$ cat config.mk
export PLATFORM = sky130hd
export DESIGN_NAME = canny_row_sequencer
export DESIGN_NICKNAME = d
export VERILOG_FILES = /design/src/rtl/canny_row_sequencer.sv
export SDC_FILE = /design/constraint.sdc
export NUM_CORES = 1
export LEC_CHECK = 0
export BUFFER_PORTS_ARGS = -buffer_cell sky130_fd_sc_hd__buf_2
export CAP_MARGIN = 20
export CORE_MARGIN = 3
export CORE_UTILIZATION = 59
export CTS_BUF_LIST = sky130_fd_sc_hd__clkbuf_16
export CTS_CLUSTER_SIZE = 30
export DETAILED_ROUTE_END_ITERATION = 10
export HOLD_SLACK_MARGIN = 0.05
export PLACE_DENSITY = 0.83
export RECOVER_POWER = 100
export SYNTH_ARGS = -nofsm -noshare
export SYNTH_HDL_FRONTEND = slang
export SYNTH_SLANG_ARGS = --single-unit
export TNS_END_PERCENT = 10
$ cat constraint.sdc
create_clock -name clk -period 3.7 [get_ports clk]
set_clock_uncertainty 0.15 [all_clocks]
set_input_delay 0.555 -clock clk [delete_from_list [all_inputs] [get_ports clk]]
set_output_delay 0.555 -clock clk [all_outputs]
set_load 0.01 [all_outputs]
$ cat src/rtl/canny_row_sequencer.sv
// canny_row_sequencer: per-frame row fetch / convolve / write-back, then NMS and threshold passes.
// Optional wait-state watchdog enabled by defining CANNY_SEQ_TIMEOUT_EN.
module canny_row_sequencer #(
  parameter int IMG_W          = 64,
  parameter int IMG_H          = 64,
  parameter int ADDR_WIDTH     = 12,
  parameter int OUT_BASE       = 2048,
  parameter int TIMEOUT_CYCLES = 4096,
  localparam int RW = (IMG_H > 1) ? $clog2(IMG_H) : 1
) (
  input  logic                  clk,
  input  logic                  reset,
  input  logic                  start,
  output logic                  busy,
  output logic                  done,
  output logic                  rd_en,
  output logic [ADDR_WIDTH-1:0] rd_addr,
  output logic                  wr_en,
  output logic [ADDR_WIDTH-1:0] wr_addr,
  output logic                  conv_start,
  input  logic                  conv_done,
  output logic                  nms_start,
  input  logic                  nms_done,
  output logic                  thr_start,
  input  logic                  thr_done,
  output logic [RW-1:0]         row_idx,
  output logic                  error
);

  localparam int CW = $clog2(IMG_W);
  localparam int AW = ADDR_WIDTH;

  typedef enum logic [3:0] {
    S_IDLE,
    S_FETCH,
    S_CONV,
    S_WCONV,
    S_WRITE,
    S_NMS,
    S_WNMS,
    S_THR,
    S_WTHR,
    S_DONE
  } state_t;

  state_t        state_q, state_d;
  logic [CW-1:0] col_q, col_d;
  logic [RW-1:0] row_q, row_d;
  logic [AW-1:0] rptr_q, rptr_d;
  logic [AW-1:0] wptr_q, wptr_d;
  logic          last_col;
  logic          last_row;

  logic busy_q, done_q, rd_en_q, wr_en_q;
  logic cs_q, ns_q, ts_q;

  assign last_col = (col_q == CW'(IMG_W - 1));
  assign last_row = (row_q == RW'(IMG_H - 1));

`ifdef CANNY_SEQ_TIMEOUT_EN
  localparam int TW = $clog2(TIMEOUT_CYCLES + 1);
  logic [TW-1:0] tmo_q, tmo_d;
  logic          err_q, err_d;
  logic          in_wait;
  assign in_wait = (state_q == S_WCONV) || (state_q == S_WNMS)
                || (state_q == S_WTHR);
`endif

  always_comb begin
    state_d = state_q;
    col_d   = col_q;
    row_d   = row_q;
    rptr_d  = rptr_q;
    wptr_d  = wptr_q;
    unique case (state_q)
      S_IDLE: begin
        if (start) begin
          state_d = S_FETCH;
          col_d   = '0;
          row_d   = '0;
          rptr_d  = '0;
          wptr_d  = AW'(OUT_BASE);
        end
      end
      S_FETCH: begin
        rptr_d = rptr_q + AW'(1);
        if (last_col) begin
          col_d   = '0;
          state_d = S_CONV;
        end else begin
          col_d = col_q + CW'(1);
        end
      end
      S_CONV:  state_d = S_WCONV;
      S_WCONV: if (conv_done) state_d = S_WRITE;
      S_WRITE: begin
        wptr_d = wptr_q + AW'(1);
        if (last_col) begin
          col_d = '0;
          if (last_row) begin
            state_d = S_NMS;
          end else begin
            row_d   = row_q + RW'(1);
            state_d = S_FETCH;
          end
        end else begin
          col_d = col_q + CW'(1);
        end
      end
      S_NMS:   state_d = S_WNMS;
      S_WNMS:  if (nms_done) state_d = S_THR;
      S_THR:   state_d = S_WTHR;
      S_WTHR:  if (thr_done) state_d = S_DONE;
      S_DONE:  state_d = S_IDLE;
      default: state_d = S_IDLE;
    endcase
`ifdef CANNY_SEQ_TIMEOUT_EN
    tmo_d = '0;
    err_d = err_q;
    // Still waiting: count, and abandon the frame once the limit is hit.
    if (in_wait && state_d == state_q) begin
      if (tmo_q == TW'(TIMEOUT_CYCLES - 1)) begin
        state_d = S_IDLE;
        err_d   = 1'b1;
      end else begin
        tmo_d = tmo_q + TW'(1);
      end
    end
`endif
  end

  always_ff @(posedge clk or posedge reset) begin
    if (reset) begin
      state_q <= S_IDLE;
      col_q   <= '0;
      row_q   <= '0;
      rptr_q  <= '0;
      wptr_q  <= '0;
      busy_q  <= 1'b0;
      done_q  <= 1'b0;
      rd_en_q <= 1'b0;
      wr_en_q <= 1'b0;
      cs_q    <= 1'b0;
      ns_q    <= 1'b0;
      ts_q    <= 1'b0;
    end else begin
      state_q <= state_d;
      col_q   <= col_d;
      row_q   <= row_d;
      rptr_q  <= rptr_d;
      wptr_q  <= wptr_d;
      busy_q  <= (state_d != S_IDLE) && (state_d != S_DONE);
      done_q  <= (state_d == S_DONE);
      rd_en_q <= (state_d == S_FETCH);
      wr_en_q <= (state_d == S_WRITE);
      cs_q    <= (state_d == S_CONV);
      ns_q    <= (state_d == S_NMS);
      ts_q    <= (state_d == S_THR);
    end
  end

`ifdef CANNY_SEQ_TIMEOUT_EN
  always_ff @(posedge clk or posedge reset) begin
    if (reset) begin
      tmo_q <= '0;
      err_q <= 1'b0;
    end else begin
      tmo_q <= tmo_d;
      err_q <= err_d;
    end
  end

  assign error = err_q;
`else
  assign error = 1'b0;
`endif

  assign busy       = busy_q;
  assign done       = done_q;
  assign rd_en      = rd_en_q;
  assign rd_addr    = rptr_q;
  assign wr_en      = wr_en_q;
  assign wr_addr    = wptr_q;
  assign conv_start = cs_q;
  assign nms_start  = ns_q;
  assign thr_start  = ts_q;
  assign row_idx    = row_q;

endmodule

==> impl_metrics.json <==
{
  "ctsResizeCount": 0,
  "holdBufCountCts": 0,
  "tightest_slew_ps": 1730,
  "cts_buffers": 5,
  "setup_tns_ps": 0,
  "rrSetupSlack_ps": 1190,
  "cp_max_fo": 15,
  "violations": "capacitance limit, slew limit",
  "arrival_ps": 2520,
  "hold_end": "wr_addr[11]",
  "syn_to_final_growth_pct": 10.7,
  "synth_edf_count": 0,
  "gp_congestion": 0.793,
  "synth_area_sq_um": 2410,
  "setup_viol": 0,
  "synth_async_sr_flop_share_pct": 100,
  "use_met2_pct": 33.4,
  "die_h_um": 69.9,
  "num_antenna_cells": 0,
  "timing.hold.ws_ps": 321,
  "crit_path_start_kind": "register",
  "fin_area_sq_um": 2660,
  "cp_num_buf_inv": 0,
  "grtUsageTotal_pct": 21.2,
  "p_per_area_nw_per_um2": 689,
  "status": "finished with violations",
  "grt_antenna_before_repair": 0,
  "clk_latency_ps": 290,
  "yosys.area.top_type_share_pct": 48.9,
  "cpLargestDelayFamily": "compound AO/OA/AOI/OAI gates",
  "syn_area_per_cell_sq_um": 9.90,
  "path_clk_slew_ps": 60,
  "dieArea_sq_um": 4880,
  "clockBufferDepth": 2,
  "tritoncts": "yes",
  "wl_per_cell_um": 15.0,
  "p_leak_nw": 1.18,
  "routed-via-count": 1921,
  "ios": 44,
  "min_period_ps": 2510,
  "hpwl_um": 3360,
  "grt_pass1_wl_um": 8340,
  "drv_slew": 48,
  "peakVddDrop_mv": 0.605,
  "clock-root-buffer": "clkbuf_16",
  "fp.dieW_um": 69.9,
  "timing.rr.end": "row_idx[3]",
  "overflow": 0,
  "rows": 22,
  "drive_gt1_share_pct": 6.41,
  "cap_violations": 1,
  "finalCritPeriodShare_pct": 67.8,
  "ys_warn_count": 0,
  "cp.required_ps": 3710,
  "cts_sinks": 47,
  "synth.yosys.seq_area_share_pct": 48.9,
  "end_kind": "register",
  "fmaxAchievable_mhz": 399,
  "hold_violations": 0,
  "initial_core_util_pct": 63.3,
  "vias_per_cell": 5.84,
  "power.total_mw": 1.83,
  "grt_max_degree": 48,
  "yosysMostFrequentCell": "dfrtp_1",
  "first_iter_violations": 120,
  "hold_depth": 1,
  "port-buffer-count": 42,
  "synth_top_cells_by_area": "dfrtp_1, o21ai_0, nand3_1",
  "dr.pass1.iters": 4,
  "r2r-start": "state_q[2]",
  "ant_nets": 0,
  "worst_r2r_path_depth": 5,
  "ys.flop_type": "dfrtp_1",
  "hold_path.startpoint": "wr_addr[11]",
  "fillers": 323,
  "synthCells": 243,
  "synthDistinctLibCells": 49,
  "grt_use_met1_pct": 28.5,
  "post_cts_buffers": 0,
  "cp_cell_sequence": "nor4b_4, o21ai_0, a2111oi_0, xnor2_1, nor2_1",
  "first_global_vias": 1793,
  "placed_area_sq_um": 2610,
  "yosysTopAreaCell": "dfrtp_1",
  "synth_nets": 253,
  "hold_class": "reg -> reg",
  "drc": 0,
  "wl_um": 4940,
  "cp_slowest_cell": "dfrtp_1",
  "grtUsageMet3_pct": 5.04,
  "ys_ff_latch": 47,
  "fin_nets": 290,
  "synth_common_cells": "dfrtp_1, nand2_1, o21ai_0",
  "htreeDepth": 2,
  "rsz0062_at_grt": "false",
  "cp_slowest_stage_delay_ps": 660,
  "top_usage_layer": "met2",
  "relSlewSlack_pct": -15.5,
  "worst-setup-path-type": "reg -> reg",
  "coreArea_sq_um": 3800
}
-- stage by stage --
step	worst slack, ps	utilization (%)	instances
finish	1190	70.1	329
CTS	1440	72.5	329
global route	928	70.1	329
global placement	1520	68.7	321
floorplan	1780	-	243
detailed placement	1460	68.7	321
-- metal layers --
metal  vias to the layer above  part of all wire, %
met4                         0                  1.6
li1                        968                    -
met1                       909                   47
met2                        37                   47
met3                         7                  4.6
met5                         -                    0
-- registers in the layout, indices dropped and copies added (netlist names), 4 cells and up --
register and flops:
rd_addr 12, col_q 6, state_q 4, row_idx 6
wr_addr 12
-- placed cells by master, fill, tap and decap left out, types with 7 or more instances in the layout --
cell	Yosys	layout
dfrtp_1	47	47
clkbuf_1	4	37
nand2_1	27	27
o21ai_0	25	26
nand3_1	23	23
nor2_1	18	19
nand4_1	9	9
and3_1	8	8
a21oi_1	8	8
mux2i_1	7	7
-- power by group --
part | internal, mW | switching (mW) | total [mW]
registers | 0.611 | 0.181 | 0.792
clock network | 0.247 | 0.187 | 0.433
logic | 0.241 | 0.369 | 0.610
-- worst max path at each step --
stage	from	slack, ps	endpoint	cells after the start
6_report	state_q[2]	1190	row_idx[3]	5
5_1_grt	state_q[2]	930	row_idx[3]	5
4_1_cts	state_q[2]	1440	row_idx[5]	5
3_5_place_dp	state_q[2]	1460	row_idx[5]	5
3_3_place_gp	state_q[1]	1520	rd_en	6
2_1_floorplan	state_q[0]	1780	wr_addr[3]	6
-- layout make-up --
class,count,area (sq um),area share (%)
inverter,5,18.8,0.705
clock buffer,5,125,4.70
clock inverter,3,16.3,0.611
sequential,47,1180,44.2
tap,48,60.1,2.26
multi-input combinational,178,1090,41.1
timing repair buffer,43,171,6.44
-- cell families after synthesis --
group	after synthesis	synth area share [%]
xor gates and xnor gates	5	1.82
AOI/OAI and AO/OA	54	15.8
buffers and inverters	18	3.80
DFF	47	48.9
adders and majority gates	4	2.08
muxes	8	3.38
and+or+nand+nor	106	24.1
other	1	0.156
No activity file was read; power rests on OpenSTA's default activity.
